[config.mk]
export PLATFORM = sky130hd
export DESIGN_NAME = sccb_arbiter
export DESIGN_NICKNAME = d
export VERILOG_FILES = /design/src/rtl/sccb_arbiter.sv
export SDC_FILE = /design/constraint.sdc
export NUM_CORES = 1
export LEC_CHECK = 0
export ABC_AREA = 1
export BUFFER_PORTS_ARGS = -buffer_cell sky130_fd_sc_hd__buf_2
export CORE_AREA = 5 5 59 114
export DETAILED_ROUTE_END_ITERATION = 10
export DIE_AREA = 0 0 64 119
export HOLD_SLACK_MARGIN = 0.02
export PLACE_DENSITY = 0.85
export SYNTH_ARGS = -nofsm -noshare
export SYNTH_HDL_FRONTEND = slang
export SYNTH_SLANG_ARGS = --single-unit
[constraint.sdc]
create_clock -name clk -period 1.53 [get_ports clk]
set_clock_uncertainty 0.1 [all_clocks]
set_input_delay 0.153 -clock clk [delete_from_list [all_inputs] [get_ports clk]]
set_output_delay 0.153 -clock clk [all_outputs]
set_load 0.01 [all_outputs]
[src/rtl/sccb_arbiter.sv]
// sccb_arbiter
//   Shares one SCCB master between two requesters: requester 0 is the camera
//   init sequencer, requester 1 does runtime register access. One register
//   transaction is in flight at a time. Each transaction follows this
//   sequence:
//     1. A round-robin accept.
//     2. A start/hold handshake with the master until its end pulse.
//     3. A completion pulse back to the owner.
//     4. A forced bus-free gap before the next accept.
//
// Ports
//   clk          system clock, all logic on posedge
//   reset        asynchronous, active-low reset
//   req_valid    per-requester request strobe (bit i = requester i)
//   req_rd       per-requester read(1)/write(0) select
//   req_subaddr  requester i subaddress in [8i+7:8i]
//   req_wdata    requester i write data in [8i+7:8i]
//   req_ready    one-cycle accept pulse (one-hot or zero)
//   req_done     one-cycle completion pulse to the owner
//   req_err      one-cycle error pulse, coincident with req_done
//   rdata        read data, valid on the req_done cycle, held until next done
//   busy         high from accept until the gap expires
//   m_start      start to the SCCB master, held until m_end
//   m_rd         read/write select to the master
//   m_subaddr    subaddress to the master
//   m_wdata      write data to the master
//   m_end        one-cycle transaction-complete pulse from the master
//   m_rdata      master read data, valid with m_end
//
// Optional feature
//   SCCB_TIMEOUT_EN: when defined, a 16-bit watchdog aborts a transaction
//   that sees no m_end within TIMEOUT_CYCLES cycles. An aborted transaction
//   completes with req_err and rdata = 8'hFF. When not defined, req_err is
//   tied low and the arbiter waits for m_end indefinitely.

module sccb_arbiter #(
  parameter int GAP_CYCLES     = 8,
  parameter int TIMEOUT_CYCLES = 20000
) (
  input  logic        clk,
  input  logic        reset,
  input  logic [1:0]  req_valid,
  input  logic [1:0]  req_rd,
  input  logic [15:0] req_subaddr,
  input  logic [15:0] req_wdata,
  output logic [1:0]  req_ready,
  output logic [1:0]  req_done,
  output logic [1:0]  req_err,
  output logic [7:0]  rdata,
  output logic        busy,
  output logic        m_start,
  output logic        m_rd,
  output logic [7:0]  m_subaddr,
  output logic [7:0]  m_wdata,
  input  logic        m_end,
  input  logic [7:0]  m_rdata
);

  typedef enum logic [2:0] {
    S_IDLE,
    S_ISSUE,
    S_WAIT,
    S_DONE,
    S_GAP
  } state_t;

  // A gap of zero would let a new grant collide with the done cycle, so the
  // load value is clamped to at least one.
  localparam logic [15:0] GapLoad = 16'((GAP_CYCLES < 1) ? 1 : GAP_CYCLES);

  state_t      state;
  logic        owner;
  logic        last_grant;
  logic [15:0] gap_cnt;
  logic        winner;

`ifdef SCCB_TIMEOUT_EN
  localparam logic [15:0] WdogLast = 16'(TIMEOUT_CYCLES - 1);
  logic [15:0] wdog;
`endif

  // Round-robin pick: on a tie the requester that did not win last time
  // gets the bus; a lone valid requester wins outright.
  always_comb begin
    winner = req_valid[1];
    if (req_valid == 2'b11) begin
      winner = ~last_grant;
    end
  end

  // Main transaction FSM. The ready/done/err pulses default low every cycle,
  // so each one lasts exactly one cycle. The master-side fields are latched
  // at accept and stay put until the next accept, which keeps them stable
  // for the whole issue/wait/done window.
  always_ff @(posedge clk or negedge reset) begin
    if (!reset) begin
      state      <= S_IDLE;
      owner      <= 1'b0;
      last_grant <= 1'b1;
      gap_cnt    <= 16'd0;
      req_ready  <= 2'b00;
      req_done   <= 2'b00;
      rdata      <= 8'h00;
      busy       <= 1'b0;
      m_start    <= 1'b0;
      m_rd       <= 1'b0;
      m_subaddr  <= 8'h00;
      m_wdata    <= 8'h00;
`ifdef SCCB_TIMEOUT_EN
      req_err    <= 2'b00;
      wdog       <= 16'd0;
`endif
    end else begin
      req_ready <= 2'b00;
      req_done  <= 2'b00;
`ifdef SCCB_TIMEOUT_EN
      req_err   <= 2'b00;
`endif
      case (state)
        S_IDLE: begin
          if (|req_valid) begin
            req_ready <= winner ? 2'b10 : 2'b01;
            owner     <= winner;
            m_rd      <= winner ? req_rd[1] : req_rd[0];
            m_subaddr <= winner ? req_subaddr[15:8] : req_subaddr[7:0];
            m_wdata   <= winner ? req_wdata[15:8] : req_wdata[7:0];
            busy      <= 1'b1;
            state     <= S_ISSUE;
          end
        end
        S_ISSUE: begin
          m_start <= 1'b1;
          state   <= S_WAIT;
`ifdef SCCB_TIMEOUT_EN
          wdog    <= 16'd0;
`endif
        end
        S_WAIT: begin
          if (m_end) begin
            if (m_rd) begin
              rdata <= m_rdata;
            end
            m_start  <= 1'b0;
            req_done <= owner ? 2'b10 : 2'b01;
            state    <= S_DONE;
          end
`ifdef SCCB_TIMEOUT_EN
          else if (wdog == WdogLast) begin
            m_start  <= 1'b0;
            rdata    <= 8'hFF;
            req_done <= owner ? 2'b10 : 2'b01;
            req_err  <= owner ? 2'b10 : 2'b01;
            state    <= S_DONE;
          end else begin
            wdog <= wdog + 16'd1;
          end
`endif
        end
        S_DONE: begin
          last_grant <= owner;
          gap_cnt    <= GapLoad;
          state      <= S_GAP;
        end
        S_GAP: begin
          if (gap_cnt <= 16'd1) begin
            gap_cnt <= 16'd0;
            busy    <= 1'b0;
            state   <= S_IDLE;
          end else begin
            gap_cnt <= gap_cnt - 16'd1;
          end
        end
        default: state <= S_IDLE;
      endcase
    end
  end

`ifndef SCCB_TIMEOUT_EN
  assign req_err = 2'b00;
`endif

endmodule

==> impl_metrics.toml <==
[floorplan]
fp-row-count = 39
initial_utilization = 0.446
die_area_um2 = 7620
core_um2 = 5710
io_pins = 80
dieHeight_um = 119
die_x_um = 64

[timing]
tightest_slew_ns = 0.508
holdWs_ns = 0.0173
min_period_over_period = 1.04
slew-limit-headroom = 0.661
slew_viol_final = 0
rsz0062_at_grt = "true"
fin_crit_ns = 1.59
finalWorstSetupSlack_ns = -0.0575
setup_viol = 11
hold_viol_final = 0
max_freq_ghz = 0.630

[clock_tree]
clkTransAtPathRegs_ns = 0.07
clk_latency_ns = 0.30
root_buffer = "clkbuf_16"
cts_buffer_depth = 2
cts_tree = "yes"
cts_sinks = 52
cts_buffers = 5
cts-htree-levels = 2

[detailed_routing]
firstDrtPassIters = 4
drtAntennaViolNets = 0
drt_iter0_drc = 142
vias_per_cell = 5.44
num_vias = 2841
post_drt_wl_per_cell_um = 17.1
drcViolationCount = 0
wl_mm = 8.92

[synth]
yosysTopAreaCellShare = 0.501
syn_inst = 319
yosysTopAreaCell = "dfrtp_1"
synth_edf_count = 0
synth_seq_area_share = 0.511
synth_area_um2 = 2550
yosysWarnings = 0
synth_flop_cell = "dfrtp_1"
async_reset_ff_frac = 1.00
ys_ff_latch = 52
syn_area_per_cell_um2 = 7.99
synth_cell_types = 30
netlist_top_cells_area = "dfrtp_1 (50%), nand2_1 (17%), nor2_1 (5.6%)"

[pwr]
p_sw_w = 0.00350
p_seq_frac = 0.301
combPwrFrac = 0.551
p_per_area_nw_per_um2 = 2060
switching_share = 0.443
p_int_w = 0.00440
p_leak_nw = 2.01
ir_worst_vdd_v = 0.00171
clkPwrFrac = 0.148

[placement]
dp_hpwl_mm = 5.39
dp_cells = 474
port_buffers = 77
place.gp.congestion = 0.905

[cells_and_area]
instances_no_fill = 522
layout_common_cells = "nand2_1 (103), buf_2 (77), dfrtp_1 (49)"
syn_to_final_growth_pct = 50.3
final_common_cell = "nand2_1"
finalNetCount = 508
drive_gt1_frac = 0.363

[critical_path]
worst-setup-path-type = "reg -> reg"
arrival_ns = 1.72
r2r_cells = 7
cp-end-kind = "register"
critPathLaunchType = "register"
cp_max_fo = 7
worstPathRequired_ns = 1.66

[global_routing]
grt_pass1_vias = 2938
grt-ovfl-total = 0
grtUsageTotal = 0.221
grt_pass1_wl_mm = 13.3
grt_max_degree = 35
antenna_found_initial = 1

[outcome]
violations = "setup timing"
status = "finished with violations"

[hold_path]
worstHoldPathCells = 3
holdCritPathClass = "in -> reg"

[run]
maxCapViolCount = 0
[worst paths after layout]
path | from | to | slack (ns)
setup / recovery | state[0] | m_wdata[0] | -0.06
hold / removal | req_subaddr[10] | m_subaddr[2] | 0.02
setup reg to reg | state[0] | m_wdata[0] | -0.06
hold reg to reg | owner | req_done[0] | 0.35
max in group asynchronous | reset | state[1] | 0.47
min in group asynchronous | reset | gap_cnt[5] | 0.29
[registers in the layout, summed over array words and instances, names as in the netlist, 2 cells and up]
register	count
gap_cnt	16
m_subaddr	8
m_wdata	8
rdata	8
state	3
req_done	2
req_ready	2
[cells by family (layout without fill, tap and decap cells)]
logic type / after synthesis / in the layout / share of synthesized area
AND/OR/NAND/NOR: 190 / 192 / 0.324
flip-flops: 52 / 52 / 0.511
buffers and inverters: 34 / 172 / 0.0634
AO/OA/AOI/OAI: 33 / 33 / 0.0663
XOR/XNOR: 7 / 7 / 0.0241
adder cells (fa/ha/maj): 2 / 2 / 0.00982
other: 1 / 3 / 0.00147
[power groups by stage]
stage	logic, W	registers (W)	clock network, W
2_1_floorplan	0.00198	0.00246	0
3_3_place_gp	0.00333	0.00231	0
3_5_place_dp	0.00345	0.00233	0
4_1_cts	0.00369	0.00232	0.00119
5_1_grt	0.00475	0.00243	0.00123
6_report	0.00435	0.00238	0.00117
[worst max-delay path, stage by stage, from the launching register on]
cell,delay [ns]
dfrtp_1,0.42
nor2_4,0.15
inv_2,0.07
nor3_4,0.25
inv_4,0.11
nor2_4,0.20
nand2_1,0.10
nand3_1,0.12
[layer usage]
layer / GRT usage / wire length (um)
met1: 0.202 / 2820
met4: 0.168 / 567
met3: 0.0358 / 470
met5: 0 / 0
met2: 0.411 / 5060
[cell usage after synthesis (3+ instances only)]
| cell type | count |
|---|---|
| buf_2 | 3 |
| o21ai_1 | 8 |
| xor2_1 | 4 |
| nand2_1 | 112 |
| nor2_1 | 38 |
| nand3_1 | 24 |
| nand4_1 | 7 |
| o21ai_0 | 21 |
| inv_1 | 21 |
| buf_6 | 3 |
| xnor2_1 | 3 |
| dfrtp_1 | 51 |
| inv_2 | 3 |
[timing repair]
item                                    CTS  global route
endpoints found under the setup margin   10            45
setup buffers                             2             7
gates cloned                              2             1
hold buffers                             27             0
resized for setup                        13            41
pin swaps                                 7            21
hold endpoints to repair                 36             0
[stage by stage]
stage | setup slack [ns] | power [W] | setup TNS [ns] | util | instance area [um2]
final | -0.0575 | 0.00790 | -0.243 | 0.671 | 3830
after detailed placement | -0.0582 | 0.00578 | -0.283 | 0.553 | 3160
after CTS | -0.0117 | 0.00719 | -0.0203 | 0.639 | 3650
after global routing | -0.157 | 0.00841 | -2.30 | 0.671 | 3830
after global placement | 0.0219 | 0.00564 | 0 | 0.553 | 3160
after floorplan | 0.0825 | 0.00444 | 0 | - | 2550
[final cells by class]
| type | instances | area (um2) |
|---|---|---|
| Timing Repair Buffer | 138 | 951 |
| Clock inverter | 2 | 13.8 |
| Sequential cell | 52 | 1310 |
| Antenna cell | 1 | 2.50 |
| Timing Repair inverter | 1 | 5.00 |
| Multi-Input combinational cell | 236 | 1230 |
| Clock buffer | 6 | 139 |
| Fill cell | 410 | 1880 |
| Tap cell | 61 | 76.3 |
| Inverter | 25 | 103 |
No activity file was read; power rests on OpenSTA's default activity.
